**src/rtl/jk_reg_arbiter.sv**
```systemverilog
// jk_reg_arbiter: round-robin arbiter serialising JK bit commands onto a
// shared N_BITS register; one command per 3 cycles (IDLE, APPLY, ACK).
// Ports:
//   clk, rst          - clock, async active-high reset
//   req/j_in/k_in     - per-requester request and JK command bits
//   addr_in           - per-requester 3-bit target index, [3i+2:3i]
//   gnt/ack           - one-hot grant (APPLY+ACK) and ack pulse (ACK)
//   q                 - shared JK register
//   busy              - high when not IDLE
module jk_reg_arbiter #(
  parameter int N_REQ  = 4,
  parameter int N_BITS = 8
) (
  input  logic              clk,
  input  logic              rst,
  input  logic [N_REQ-1:0]  req,
  input  logic [N_REQ-1:0]  j_in,
  input  logic [N_REQ-1:0]  k_in,
  input  logic [N_REQ*3-1:0] addr_in,
  output logic [N_REQ-1:0]  gnt,
  output logic [N_REQ-1:0]  ack,
  output logic [N_BITS-1:0] q,
  output logic              busy
);

  localparam int IW = (N_REQ > 1) ? $clog2(N_REQ) : 1;

  typedef enum logic [1:0] {
    IDLE,
    APPLY,
    ACK
  } state_t;

  state_t            state_q, state_d;
  logic [IW-1:0]     win_q, win_d;
  logic [IW-1:0]     last_q, last_d;
  logic              j_q, j_d;
  logic              k_q, k_d;
  logic [2:0]        addr_q, addr_d;
  logic [N_BITS-1:0] q_q, q_d;
  logic              found;

  function automatic int rr_idx(input int l, input int o);
    return (l + o) % N_REQ;
  endfunction

  always_ff @(posedge clk or posedge rst) begin
    if (rst) begin
      state_q <= IDLE;
      win_q   <= '0;
      last_q  <= IW'(N_REQ - 1);
      j_q     <= 1'b0;
      k_q     <= 1'b0;
      addr_q  <= '0;
      q_q     <= '0;
    end else begin
      state_q <= state_d;
      win_q   <= win_d;
      last_q  <= last_d;
      j_q     <= j_d;
      k_q     <= k_d;
      addr_q  <= addr_d;
      q_q     <= q_d;
    end
  end

  always_comb begin
    state_d = state_q;
    win_d   = win_q;
    last_d  = last_q;
    j_d     = j_q;
    k_d     = k_q;
    addr_d  = addr_q;
    q_d     = q_q;
    found   = 1'b0;
    unique case (state_q)
      IDLE: begin
        // search starts just after the last winner, so it ranks lowest
        for (int o = 1; o <= N_REQ; o++) begin
          if (!found && req[rr_idx(int'(last_q), o)]) begin
            found  = 1'b1;
            win_d  = IW'(rr_idx(int'(last_q), o));
            j_d    = j_in[rr_idx(int'(last_q), o)];
            k_d    = k_in[rr_idx(int'(last_q), o)];
            addr_d = addr_in[3*rr_idx(int'(last_q), o) +: 3];
          end
        end
        if (found) state_d = APPLY;
      end
      APPLY: begin
        // an addr beyond the register matches no bit and changes nothing
        for (int b = 0; b < N_BITS; b++) begin
          if (int'(addr_q) == b) begin
            unique case ({j_q, k_q})
              2'b01:   q_d[b] = 1'b0;
              2'b10:   q_d[b] = 1'b1;
              2'b11:   q_d[b] = ~q_q[b];
              default: q_d[b] = q_q[b];
            endcase
          end
        end
        state_d = ACK;
      end
      ACK: begin
        last_d  = win_q;
        state_d = IDLE;
      end
      default: state_d = IDLE;
    endcase
  end

  // decoded from state so an async reset clears them at once
  always_comb begin
    gnt = '0;
    ack = '0;
    if (state_q != IDLE) gnt[win_q] = 1'b1;
    if (state_q == ACK)  ack[win_q] = 1'b1;
  end

  assign q    = q_q;
  assign busy = (state_q != IDLE);

endmodule

```
**config.mk**
```make
export PLATFORM = sky130hd
export DESIGN_NAME = jk_reg_arbiter
export DESIGN_NICKNAME = d
export VERILOG_FILES = /design/src/rtl/jk_reg_arbiter.sv
export SDC_FILE = /design/constraint.sdc
export NUM_CORES = 1
export LEC_CHECK = 0
export ABC_CLOCK_PERIOD_IN_PS = 5600
export CAP_MARGIN = 20
export CORE_MARGIN = 2
export CORE_UTILIZATION = 42
export DETAILED_ROUTE_END_ITERATION = 16
export HOLD_SLACK_MARGIN = 0.02
export PLACE_DENSITY = 0.67
export SLEW_MARGIN = 0
export SYNTH_ARGS = -nofsm -noshare
export SYNTH_HDL_FRONTEND = slang
export SYNTH_SLANG_ARGS = --single-unit
```
**constraint.sdc**
```tcl
create_clock -name clk -period 5.6 [get_ports clk]
set_clock_uncertainty 0.15 [all_clocks]
set_input_delay 1.12 -clock clk [delete_from_list [all_inputs] [get_ports clk]]
set_output_delay 1.12 -clock clk [all_outputs]
set_load 0.05 [all_outputs]
```
==> results by group, run 1 <==
Yosys
  – Post-synthesis mux area share: 22.7%
  – Register bit total from synthesis: 19
  – Register area share after synthesis: 21.2%
  – Synth Cell Area: 2260 um^2
  – Compound-gate portion of the synthesized area: 30.3%
  – Number of flops mapped to enable cells by yosys: 0
  – Post-synthesis cell type count: 57
  – Syn Inst Count: 249
  – Predominant post-synthesis flop cell: dfrtp_1
  – Simple-gate share of the synthesized area: 17.6%
  – Largest family of logic cells by synthesized area: compound AO/OA/AOI/OAI gates
  – Synthesized Nets: 279
  – Yosys Warn Count: 0
  – Post-synthesis adder-cell area fraction: 2.22%
  – Mean Syn Cell Area: 9.06 um^2
  – Xor/xnor share of the synthesized area: 0%
  – Synth async-reset ratio: 100%

Detailed routing
  – Starting DRC count in detailed routing: 107
  – DRC Markers: 0
  – Average wire per standard cell: 15.1 um
  – Via Count: 2,082
  – Routed vias/inst: 5.93
  – Final wirelength: 5310 um
  – Final ANT Viol Nets: 0
  – Drt first pass iters: 4

Clock tree
  – CTS buffer count: 3
  – Number of setup buffers added after CTS: 0
  – Post-CTS Resized: 0
  – CTS tree: built
  – Htree depth: 1
  – Root buffer cell: clkbuf_8
  – Worst skew pair latency: 260 ps
  – # hold bufs at CTS: 0
  – Clk slew on worst S/H paths: 70 ps
  – Clock tree buffer depth: 2
  – Clock sinks: 19

Critical path
  – Kind of critical path: register to register
  – CP endpoint kind: register
  – WP data required: 5580 ps
  – RR Endpoint: addr_q[0]
  – Worst-path fanout max: 25
  – Crit path launch type: register
  – Critical Path AT: 4180 ps
  – Worst R2R Setup Slack: 1410 ps
  – Worst Reg-to-Reg Cells: 10
  – Worst r2r src: last_q[0]

Flow run
  – MaxCap Viol Count: 0

Timing
  – Fin. max-slew vios: 0
  – Final Hold Vio Count: 0
  – Relative slew slack: 47.3%
  – Period utilization: 74.9%
  – Setup TNS: 0 ps
  – Final setup vio count: 0
  – Tightest Pin Transition: 785 ps
  – Fmax: 239 MHz
  – Unrepaired setup endpoints after global routing: no
  – Post-layout min period: 4190 ps

GRT
  – First-pass GRT wire length: 9050 um
  – Number of global-route vias before repair: 1,869
  – Pin count of the biggest net entering global routing: 26
  – Initial antenna violation count: 0
  – Total congestion overflow: 0
  – GRT Util Overall: 17.8%

Cells and area
  – Area Overhead vs Synth: 20.9%
  – Antenna Cells: 0
  – Commonest non-fill, non-tap cell in the layout: clkdlybuf4s50_1
  – Nets: 312
  – Filler cells: 501
  – Commonest non-fill, non-tap cells in the layout: 42 x clkdlybuf4s50_1, 23 x mux2i_1, 20 x nor2_1
  – Layout cells sized above 1: 12.8%

Die
  – Row cnt: 26
  – Initial core utilization: 43.9%
  – # IOs: 43
  – Die height: 77.3 um
  – Die area: 5970 um^2
  – Die width: 77.3 um
  – Core ar.: 5140 um^2

Place
  – Port bufs: 42
  – Gpl congestion: 0.796
  – DP HPWL: 4010 um

Hold path
  – Hold Crit Depth: 1
  – Worst hold path type: register to register
  – Hold EP: q[2]
  – Hold Crit Start: q[2]

Run status
  – Status: completed
-- cell families (layout without fill, tap and decap cells) --
group | count (synthesis) | after routing
flip-flops | 19 | 19
AO/OA/AOI/OAI | 88 | 88
AND/OR/NAND/NOR | 72 | 72
multiplexers | 40 | 40
adder cells (fa/ha/maj) | 4 | 4
buffers and inverters | 26 | 58
-- cell type report --
cell class | instances | area (um^2) | share of cell area [%]
Clock buffer | 3 | 41.3 | 1.51
Clock inverter | 1 | 5.00 | 0.183
Inverter | 10 | 37.5 | 1.38
Multi-Input combinational cell | 204 | 1640 | 60.2
Sequential cell | 19 | 478 | 17.5
Tap cell | 70 | 87.6 | 3.21
Timing Repair Buffer | 44 | 435 | 16.0
-- cells in the mapped netlist (6+ instances only) --
master | n | area share (%)
buf_2 | 6 | 1.3
nand2_1 | 14 | 2.3
mux2i_1 | 23 | 10
a21oi_1 | 17 | 3.8
a31oi_1 | 10 | 2.8
nor2b_1 | 6 | 1.7
mux4_2 | 8 | 8.0
mux2_2 | 7 | 3.5
nor2_1 | 20 | 3.3
a211oi_1 | 6 | 2.0
nor3_1 | 6 | 1.3
inv_1 | 10 | 1.7
dfrtp_1 | 17 | 19
-- stage by stage --
step                area (um^2)  setup WS (ps)  hold WS, ps  utilization [%]  cells
CTS                        2730           1440          330             53.1    351
global placement           2680           1490          324             52.2    347
floorplan                  2260           2030          315                -    249
detailed placement         2680           1430          321             52.2    347
global route               2730           1110          358             53.1    351
finish                     2730           1410          324             53.1    351
-- sequential cells by signal (all words and copies together), names as in the netlist --
register and count:
last_q 2, win_q 2, j_q 1, state_q 2, addr_q 3, k_q 1
q 8
-- how the worst max path moves through the flow --
stage                     startpoint        end  slack (ps)  depth (start not counted)
after floorplan            last_q[1]  addr_q[1]        2030                         12
after global placement     last_q[0]  addr_q[1]        1490                          9
after detailed placement   last_q[0]  addr_q[0]        1430                         10
after CTS                  last_q[0]  addr_q[0]        1440                         10
after global routing       last_q[0]  addr_q[1]        1110                         10
final                      last_q[0]  addr_q[0]        1410                         10
-- worst max-delay path, cell delays in order, from the launching register on --
cell and delay [ps]:
dfstp_2 510, buf_4 310, inv_1 200, ha_1 830
mux4_2 700, nand3b_4 230, a21o_1 190, a311oi_1 450
a22oi_1 170, a32oi_1 210, o311ai_1 120
-- metal layers --
layer  global-route usage (%)  vias up  wire [um]
li1                         -     1046          -
met2                     28.5       46       2500
met5                        0        -          0
met4                     2.68        0         28
met1                     26.5      986       2600
met3                     1.65        4        179
Power of run 1 is left out: the tool's default activity adds up to more than one toggle a clock period on the data nets, which glitch-free logic cannot reach.
==> run 2: changes to the inputs <==
--- a/config.mk
+++ b/config.mk
@@ -5,13 +5,13 @@
 export SDC_FILE = /design/constraint.sdc
 export NUM_CORES = 1
 export LEC_CHECK = 0
-export ABC_CLOCK_PERIOD_IN_PS = 5600
+export ABC_CLOCK_PERIOD_IN_PS = 3400
 export CAP_MARGIN = 20
 export CORE_MARGIN = 2
 export CORE_UTILIZATION = 42
 export DETAILED_ROUTE_END_ITERATION = 16
 export HOLD_SLACK_MARGIN = 0.02
-export PLACE_DENSITY = 0.67
+export PLACE_DENSITY = 0.69
 export SLEW_MARGIN = 0
 export SYNTH_ARGS = -nofsm -noshare
 export SYNTH_HDL_FRONTEND = slang
==> constraint.sdc (replaced) <==
create_clock -name clk -period 3.4 [get_ports clk]
set_clock_uncertainty 0.15 [all_clocks]
set_input_delay 0.68 -clock clk [delete_from_list [all_inputs] [get_ports clk]]
set_output_delay 0.68 -clock clk [all_outputs]
set_load 0.05 [all_outputs]
==> results by group, run 2 (same netlist as run 1, synthesis figures left out) <==
Run status
  – Status: completed

Timing
  – Post-layout min period: 3240 ps
  – Relative slew slack: 53.2%
  – Setup TNS: 0 ps
  – Final Hold Vio Count: 0
  – Fmax: 309 MHz
  – Final setup vio count: 0
  – Period utilization: 95.3%
  – Tightest Pin Transition: 701 ps
  – Fin. max-slew vios: 0
  – Unrepaired setup endpoints after global routing: no

Detailed routing
  – Average wire per standard cell: 14.8 um
  – Final wirelength: 5520 um
  – DRC Markers: 0
  – Drt first pass iters: 5
  – Starting DRC count in detailed routing: 110
  – Via Count: 2,173
  – Final ANT Viol Nets: 0
  – Routed vias/inst: 5.83

Die
  – Die area: 5970 um^2
  – # IOs: 43
  – Die width: 77.3 um
  – Initial core utilization: 43.9%
  – Row cnt: 26
  – Die height: 77.3 um
  – Core ar.: 5140 um^2

Critical path
  – Cells along the critical path: clkdlybuf4s50_1 > mux4_2 > nor3b_2 > o31ai_4 > a2111oi_1 > o32ai_1 > a32oi_1 > o311ai_1
  – CP peak stage delay: 590 ps
  – Slowest-stage cell, CP: mux4_2
  – Worst r2r src: last_q[1]
  – Worst Path Buf+Inv: 1
  – WP data required: 3370 ps
  – Kind of critical path: input pin to register
  – Crit path launch type: input pin
  – Critical Path AT: 3220 ps
  – Worst setup path startpoint: req[1]
  – Worst-path fanout max: 8
  – CP endpoint kind: register
  – CP top delay family: compound AO/OA/AOI/OAI gates

GRT
  – Initial antenna violation count: 0
  – Number of global-route vias before repair: 1,992
  – First-pass GRT wire length: 9250 um
  – Total congestion overflow: 0
  – GRT Util Overall: 18.3%
  – Pin count of the biggest net entering global routing: 25

Cells and area
  – Area Overhead vs Synth: 28.6%
  – Nets: 334
  – Antenna Cells: 0
  – Max FFs per register: 8
  – Commonest non-fill, non-tap cells in the layout: 42 x clkdlybuf4s50_1, 24 x buf_4, 22 x mux2i_1
  – Filler cells: 499
  – Layout cells sized above 1: 19.1%
  – Area of the multi-input gates: 1650 um^2
  – Register area: 478 um^2
  – Design area: 2900 um^2
  – Commonest non-fill, non-tap cell in the layout: clkdlybuf4s50_1

Clock tree
  – CTS tree: built
  – Number of setup buffers added after CTS: 0
  – Htree depth: 1
  – Clock sinks: 19
  – Worst skew pair latency: 260 ps
  – Root buffer cell: clkbuf_8
  – Clock tree buffer depth: 2
  – CTS buffer count: 3
  – Clk slew on worst S/H paths: 70 ps

Hold path
  – Hold Crit Start: q[4]
  – Worst hold path type: register to register

Place
  – Port bufs: 42
  – Cell Area, Placed: 2850 um^2
  – Gpl congestion: 0.861
  – DP HPWL: 4330 um

Flow run
  – MaxCap Viol Count: 0
==> run 2: repair_timing <==
| action | in CTS | in global routing |
|---|---|---|
| resized for setup | 0 | 3 |
| setup endpoints to repair | 0 | 2 |
| hold buffers | 0 | 0 |
| hold endpoints to repair | 0 | 0 |
==> run 2: per-stage QoR <==
step,setup WS [ps],hold slack (ps),std cells,utilization (%)
finish,159,338,373,56.4
global route,18.4,371,373,56.4
CTS,97.5,339,373,56.3
detailed placement,-130,329,369,55.4
global placement,32.8,323,369,55.4
floorplan,40.0,315,249,-
==> run 2: worst paths after layout <==
path | end | slack [ps] | cells after the start
setup / recovery | addr_q[0] | 160 | 8
hold / removal | q[4] | 340 | 1
setup reg to reg | addr_q[0] | 210 | 10
hold reg to reg | q[4] | 340 | 1
max in group asynchronous | q[3] | 1980 | 2
min in group asynchronous | j_q | 680 | 2
==> run 2: cell type report <==
type                            instances  area share (%)
Sequential cell                        19            16.5
Clock buffer                            4            1.55
Timing Repair Buffer                   66            20.7
Tap cell                               70            3.02
Multi-Input combinational cell        204            56.9
Inverter                               10            1.29
==> run 2: routing by layer <==
metal / global-route usage [%] / part of all wire (%)
met5: 0 / 0
met4: 3.57 / 0.83
met3: 2.12 / 3.7
met2: 30.3 / 48
met1: 25.9 / 48
Power of run 2 is left out for the same reason.
